### src/rtl/ctrl_pipe_pkg.sv
// Shared constants for the control-signal pipeline: stage indices, bundle
// field positions and the default bundle width.
package ctrl_pipe_pkg;

  localparam int CTRL_W  = 8;
  localparam int NUM_STG = 3;

  localparam int STG_E = 0;
  localparam int STG_M = 1;
  localparam int STG_W = 2;

  localparam int F_MEMTOREG = 0;
  localparam int F_MEMWRITE = 1;
  localparam int F_ALUSRC   = 2;
  localparam int F_REGDST   = 3;
  localparam int F_REGWRITE = 4;
  localparam int F_ALUCTRL  = 5;  // alucontrol[2:0] occupies bits 7:5
  // The multi-cycle flag aliases alucontrol[2]: that opcode class is mul/div.
  localparam int F_MC       = 7;

endpackage

### src/rtl/ctrl_pipe_if.sv
// Decode-side and datapath-side signals of the control pipeline.
interface ctrl_pipe_if
  import ctrl_pipe_pkg::*;
#(
  parameter int W = CTRL_W,
  parameter int N = NUM_STG
) ();

  logic [W-1:0]   ctrl_d;
  logic           valid_d;
  logic [N-1:0]   stall_i;
  logic [N-1:0]   flush_i;
  logic [N*W-1:0] ctrl_q;
  logic [N-1:0]   valid_q;
  logic           stall_d_o;
  logic           mc_busy_o;

  modport master (
    output ctrl_d, valid_d, stall_i, flush_i,
    input  ctrl_q, valid_q, stall_d_o, mc_busy_o
  );

  modport slave (
    input  ctrl_d, valid_d, stall_i, flush_i,
    output ctrl_q, valid_q, stall_d_o, mc_busy_o
  );

endinterface

### src/rtl/ctrl_stage_reg.sv
// One pipeline stage: control bundle plus valid bit, with priority
// flush > hold > bubble > load.
module ctrl_stage_reg #(
  parameter int W = 8
) (
  input  logic         clk,
  input  logic         rst,
  input  logic         flush,
  input  logic         hold,
  input  logic         bubble,
  input  logic [W-1:0] ctrlIn,
  input  logic         validIn,
  output logic [W-1:0] ctrlOut,
  output logic         validOut
);

  // NOTE: state registers use non-blocking assignments and clear on the
  // asynchronous reset edge, so they are never X after rst goes low.
  always_ff @(posedge clk or negedge rst) begin
    if (!rst) begin
      ctrlOut  <= '0;
      validOut <= 1'b0;
    end else if (flush || (bubble && !hold)) begin
      ctrlOut  <= '0;
      validOut <= 1'b0;
    end else if (!hold) begin
      ctrlOut  <= ctrlIn;
      validOut <= validIn;
    end
  end

endmodule

### src/rtl/ctrl_pipe.sv
// Control-signal pipeline: N registered stages with stall/flush, bubble
// insertion behind held stages and a multi-cycle hold in stage E.
module ctrl_pipe
  import ctrl_pipe_pkg::*;
#(
  parameter int W      = CTRL_W,
  parameter int N      = NUM_STG,
  parameter int MC_BIT = 7,
  parameter int MC_LAT = 4
) (
  input  logic        clk,
  input  logic        rst,
  ctrl_pipe_if.slave  bus
);

  localparam int CNT_W = (MC_LAT > 1) ? $clog2(MC_LAT) : 1;

  logic [W-1:0]     stageQ [N];
  logic [N-1:0]     stageV;
  logic [N-1:0]     hold;
  logic [N-1:0]     bubble;
  logic [CNT_W-1:0] cnt;
  logic             mcBusy;
  logic             mcLoad;

  assign mcBusy = stageV[STG_E] & stageQ[STG_E][MC_BIT] & (cnt != '0);
  assign mcLoad = !hold[STG_E] & bus.valid_d & bus.ctrl_d[MC_BIT];

  // NOTE: every combinational output gets a default first, so no path
  // through the block can leave it unassigned and infer a latch.
  always_comb begin
    hold = '0;
    for (int k = 0; k < N; k++)
      for (int j = k; j < N; j++)
        if (bus.stall_i[j]) hold[k] = 1'b1;
    if (mcBusy) hold[STG_E] = 1'b1;
  end

  always_comb begin
    bubble = '0;
    for (int k = 1; k < N; k++) bubble[k] = hold[k-1];
  end

  // Counter keeps running under external stall so the op's latency is fixed.
  always_ff @(posedge clk or negedge rst) begin
    if (!rst)                     cnt <= '0;
    else if (bus.flush_i[STG_E])  cnt <= '0;
    else if (mcLoad)              cnt <= CNT_W'(MC_LAT - 1);
    else if (cnt != '0)           cnt <= cnt - CNT_W'(1);
  end

  for (genvar k = 0; k < N; k++) begin : g_stage
    logic [W-1:0] upCtrl;
    logic         upValid;

    if (k == 0) begin : g_src_decode
      assign upCtrl  = bus.ctrl_d;
      assign upValid = bus.valid_d;
    end else begin : g_src_stage
      assign upCtrl  = stageQ[k-1];
      assign upValid = stageV[k-1];
    end

    ctrl_stage_reg #(.W(W)) u_reg (
      .clk      (clk),
      .rst      (rst),
      .flush    (bus.flush_i[k]),
      .hold     (hold[k]),
      .bubble   (bubble[k]),
      .ctrlIn   (upCtrl),
      .validIn  (upValid),
      .ctrlOut  (stageQ[k]),
      .validOut (stageV[k])
    );

    assign bus.ctrl_q[k*W +: W] = stageQ[k];
  end

  assign bus.valid_q   = stageV;
  assign bus.stall_d_o = hold[STG_E];
  assign bus.mc_busy_o = mcBusy;

endmodule

### src/flat_wrapper.sv
// flat-port wrapper written by rule: the top's interface ports become plain ports
module ctrl_pipe_flat import ctrl_pipe_pkg::*;
#(
  parameter int W      = CTRL_W,
  parameter int N      = NUM_STG,
  parameter int MC_BIT = 7,
  parameter int MC_LAT = 4
)
  (clk, rst, bus_ctrl_d, bus_valid_d, bus_stall_i, bus_flush_i, bus_ctrl_q, bus_valid_q, bus_stall_d_o, bus_mc_busy_o);
  ctrl_pipe_if #(.W(W), .N(N)) bus_i ();
  input  logic clk;
  input  logic rst;
  input wire logic [$bits(bus_i.ctrl_d)-1:0] bus_ctrl_d;
  input wire logic [$bits(bus_i.valid_d)-1:0] bus_valid_d;
  input wire logic [$bits(bus_i.stall_i)-1:0] bus_stall_i;
  input wire logic [$bits(bus_i.flush_i)-1:0] bus_flush_i;
  output wire logic [$bits(bus_i.ctrl_q)-1:0] bus_ctrl_q;
  output wire logic [$bits(bus_i.valid_q)-1:0] bus_valid_q;
  output wire logic [$bits(bus_i.stall_d_o)-1:0] bus_stall_d_o;
  output wire logic [$bits(bus_i.mc_busy_o)-1:0] bus_mc_busy_o;
  assign bus_i.ctrl_d = bus_ctrl_d;
  assign bus_i.valid_d = bus_valid_d;
  assign bus_i.stall_i = bus_stall_i;
  assign bus_i.flush_i = bus_flush_i;
  assign bus_ctrl_q = bus_i.ctrl_q;
  assign bus_valid_q = bus_i.valid_q;
  assign bus_stall_d_o = bus_i.stall_d_o;
  assign bus_mc_busy_o = bus_i.mc_busy_o;
  ctrl_pipe #(.W(W), .N(N), .MC_BIT(MC_BIT), .MC_LAT(MC_LAT)) u_core (.clk(clk), .rst(rst), .bus(bus_i));
endmodule
### config.mk
export PLATFORM = sky130hd
export DESIGN_NAME = ctrl_pipe_flat
export DESIGN_NICKNAME = d
export VERILOG_FILES = /design/src/rtl/ctrl_pipe_pkg.sv /design/src/rtl/ctrl_pipe_if.sv /design/src/rtl/ctrl_stage_reg.sv /design/src/rtl/ctrl_pipe.sv /design/src/flat_wrapper.sv
export SDC_FILE = /design/constraint.sdc
export NUM_CORES = 1
export LEC_CHECK = 0
export CORE_MARGIN = 8
export CORE_UTILIZATION = 45
export DETAILED_ROUTE_END_ITERATION = 7
export PLACE_DENSITY_LB_ADDON = 0.25
export SYNTH_ARGS = -nofsm -noshare
export SYNTH_HDL_FRONTEND = slang
export SYNTH_SLANG_ARGS = --single-unit
### constraint.sdc
create_clock -name clk -period 2.2 [get_ports clk]
set_input_delay 0.44 -clock clk [delete_from_list [all_inputs] [get_ports clk]]
set_output_delay 0.44 -clock clk [all_outputs]
set_load 0.1 [all_outputs]
-- After elaboration in Yosys (flattened, before gate mapping)
Index checks and enable logic that the tools add are counted.
- output and inout bits: 29
- bits of input ports: 17
- register bits after elaboration: 29
- logic and storage cells: 46
- bitwise operators: 4
- equality and inequality tests: 3
- muxes and demuxes: 22
- $add $sub $neg: 1
- reduce and logical (&&, ||, !) cells: 9
- operator list (kind ; number):
    $mux 8 ; 6
    $mux 1 ; 13
    $mux 2 ; 3
    $and 1x1->1 ; 4
    $ne 2x1->1 const B ; 2
    $logic_not 1->1 ; 3
    $reduce_bool 3->1 ; 1
    $logic_and 1x1->1 ; 2
    $logic_or 1x1->1 ; 2
    $ne 2x2->1 const B ; 1
    $reduce_bool 2->1 ; 1
    $sub 2x1->2 const B ; 1

-- Logic depth before layout (Yosys ltp)
- depth in word-level cells: 9
- depth in mapped cells: 8
- gate-level depth less buffers: 6

-- Hierarchy
From an unflattened synthesis, not the netlist that was laid out.
- cell total of the unflattened synthesis: 85
- area, all modules: 1182.4 um^2
- by module, submodules not included (module ; area each (um^2) ; cells each ; times used ; seq. area each (um^2)):
    ctrl_stage_reg ; 342.8 ; 22 ; 3 ; 225.2
    ctrl_pipe ; 153.9 ; 19 ; 1 ; 50.0

-- Least setup slack after synthesis
No wires, ideal clock.
- kind: register to output
- start: register u_core.g_stage[0].u_reg.ctrlOut[7]
- end: output bus_stall_d_o
- arrival: 2.447 ns
- cell stages (with the launch flop): 6
- setup slack: -0.687 ns
- required time: 1.760 ns
- cells stage by stage: dfrtp_1 and3b_1 nor4_4 buf_6 inv_4 buf_6
- longest elaborated chain between the ends: 3
- ends and longest elaborated chain (element ; line ; RTL):
    from (decl) ; ctrl_stage_reg.sv:13 ; output logic [W-1:0] ctrlOut,
    from (signal assigned) ; ctrl_stage_reg.sv:27 ; ctrlOut <= ctrlIn;
    $and 1x1->1 (2 in a row) ; ctrl_pipe.sv:26 ; assign mcBusy = stageV[STG_E] & stageQ[STG_E][MC_BIT] & (cnt != '0);
    via bus_mc_busy_o ; flat_wrapper.sv:20 ; output wire logic [$bits(bus_i.mc_busy_o)-1:0] bus_mc_busy_o;
    $mux 1 ; ctrl_pipe.sv:36 ; if (mcBusy) hold[STG_E] = 1'b1;
    to (decl) ; flat_wrapper.sv:19 ; output wire logic [$bits(bus_i.stall_d_o)-1:0] bus_stall_d_o;
The timed path passes the listed nets, and every way through them passes these cells.

-- Final worst setup path
- start: register u_core.cnt[0]
- end: output bus_stall_d_o
- longest elaborated chain between the ends: 3
- ends and longest elaborated chain (element ; line ; RTL):
    from (decl) ; ctrl_pipe.sv:22 ; logic [CNT_W-1:0] cnt;
    from (signal assigned) ; ctrl_pipe.sv:48 ; else if (mcLoad) cnt <= CNT_W'(MC_LAT - 1);
    from (signal assigned) ; ctrl_pipe.sv:49 ; else if (cnt != '0) cnt <= cnt - CNT_W'(1);
    $reduce_bool 2->1 ; ctrl_pipe.sv:26 ;
    $and 1x1->1 ; ctrl_pipe.sv:26 ;
    $mux 1 ; ctrl_pipe.sv:36 ;
Every way passes these cells.

==> metrics.txt <==
status finished clean; die height ~73 um; fin crit share 96.0%; drt first pass iters 3; GRT overflow 0; CTS tree built; CP Data Required Time around 1.8 ns; Resize count post-CTS 0; Setup WS post-layout slightly below 0.09 ns; GRT Total Usage 11.9%; first-pass GRT wire length roughly 5000 um; Async S/R FF share, synth 100%; Setup crit end kind output port; relative slew slack a little over two fifths; layout cells sized above 1 32.4%; CTS root buffer clkbuf_4; clk buf depth 2; CTS Hold Bufs 0; Slew Limit Fails 0; TritonCTS Buffers 5; number of synthesized flops with an enable pin 0; WL/cell 13.7 um; Setup Slack @ Placement 0.161 ns; Fin Setup TNS 0 ns; Ports 46; CP max FO 3; DR vias about 1.0k; initial antenna violation count 0; CP Launch Point u_core.cnt[0]; Worst-path clk slew 0.08 ns; PwrDens 585 nW/um^2; P_leak 0.823 nW; Final HPWL DP 2300 um; syn nets approximately 140; postcts setup bufs 0; Max Cap Viol 0; DRC 0; largest net degree at the start of global routing 30; Syn Inst Count 125; number of global-route vias before repair 1153; Final #Nets approximately 190; Most used DFF post-synth dfrtp_1; vias per cell 4.83; Avg Inst Size Synth 11.5 sq um; Post-Synthesis Cell Area 1440 sq um; R2R Setup Slk 0.52 ns; startpoint types flop; Worst VDD drop 0.000391 V; post-synthesis sequential area ratio 50.5%; maximum clock frequency 474 MHz; CORE AREA 3050 sq um; hold crit path type input pin to async pin; Worst R2R End u_core.g_stage[0].u_reg.ctrlOut[7]; Die Wd 72.5 um; DRT iter0 DRCs 34; Max H-tree Level 2; crit path DAT around 1.7 ns; clk_skew 0.00550 ns; row cnt 20; FF-to-FF path depth 6; later-pin clock latency in the skew report 0.31 ns; reg2reg start u_core.cnt[0]; FILL cells between 200 and 300; Finished Layout Cells 214; WL final 2940 um; total power 1.12 mW; final antenna-violating net count 0; Final Hold Viols 0; final setup fails 0; Initial Util ~47%; Syn-to-layout area delta 33.5%; synthesis-stage register bit count 29; clk sink count 29; diodes inserted 0; min Tclk post-route 2.11 ns; die area 5260 sq um; unrepaired setup endpoints after global routing yes; Cell variety after synth 22; GPL Wtd Cong 0.673; Buffers on Ports 45; DP Cell Count 207; crit path kind flop to output port; Worst-Margin Slew 0.871 ns; Synth warnings 0
worst max-delay path, cell delays in order, from the launching register on:
cell	delay (ns)
dfrtp_1	0.40
inv_1	0.06
ha_2	0.21
and3b_4	0.24
nor4_4	0.23
inv_4	0.06
buf_12	0.17
stage by stage:
| step | instance area [sq um] | hold slack [ns] | utilization (%) |
|---|---|---|---|
| finish | 1920 | 0.512 | 62.9 |
| global route | 1920 | 0.550 | 62.9 |
| CTS | 1920 | 0.509 | 62.8 |
| detailed placement | 1860 | 0.535 | 61.0 |
| global placement | 1860 | 0.523 | 61.0 |
| floorplan | 1440 | 0.144 | - |
power breakdown:
part / internal (mW) / total [mW] / leakage, nW / switching (mW)
logic: 0.105 / 0.247 / 0.392 / 0.142
clock network: 0.151 / 0.310 / 0.0314 / 0.160
registers: 0.553 / 0.565 / 0.400 / 0.0127
worst max path at each step:
stage               slack [ns]                                  to  cells after the start
global route           -0.0004                       bus_stall_d_o                      6
floorplan                 0.02                       bus_stall_d_o                      5
global placement          0.24                       bus_stall_d_o                      4
CTS                       0.03                       bus_stall_d_o                      6
detailed placement        0.16  u_core.g_stage[2].u_reg.ctrlOut[5]                      4
finish                    0.09                       bus_stall_d_o                      6
cell families after synthesis:
kind of cell	share of synthesized area, %
and+or+nand+nor	17.1
DFF	50.5
buffers and inverters	8.62
AOI/OAI and AO/OA	15.2
muxes	7.05
xor gates and xnor gates	0.609
adders and majority gates	0.870
layout by cell type (no fill, tap or decap), drive strengths merged:
cell,n
o22ai,2
ha,1
xor2,1
and3b,1
nor2,10
clkbuf,7
clkdlybuf4s50,16
inv,12
nor4,1
o32ai,9
mux2i,9
nand2b,27
mux2,1
buf,34
dfrtp,29
nand3b,1
a22oi,9
layer usage:
| metal | global-route usage [%] | wire length [um] |
|---|---|---|
| met3 | 5.23 | 285 |
| met2 | 19.0 | 1380 |
| met5 | 0 | 0 |
| met4 | 6.44 | 25 |
| met1 | 13.0 | 1240 |
registers in the layout (all words and copies together), names as in the netlist:
| name | count |
|---|---|
| u_core.cnt | 2 |
| u_core.g_stage.u_reg.validOut | 3 |
| u_core.g_stage.u_reg.ctrlOut | 24 |
layout make-up:
type,instances,area [sq um],area share (%)
sequential,29,727,37.9
multi-input combinational,72,594,31.0
timing repair buffer,50,440,22.9
clock buffer,7,55.1,2.87
tap,44,55.1,2.87
inverter,12,47.5,2.48
synthesized netlist by cell type (2+ instances only):
master    instances  area (sq um)
a22oi_1           9          67.6
buf_1             3          11.3
buf_4             4          30.0
buf_6             2          22.5
clkbuf_1          2          7.51
dfrtp_1          29           726
inv_1            11          41.3
mux2i_1           9          90.1
nand2b_1         27           169
nor2_1            9          33.8
o22ai_1           2          12.5
o32ai_2           8           130
Power figures use the tool's default switching activity.
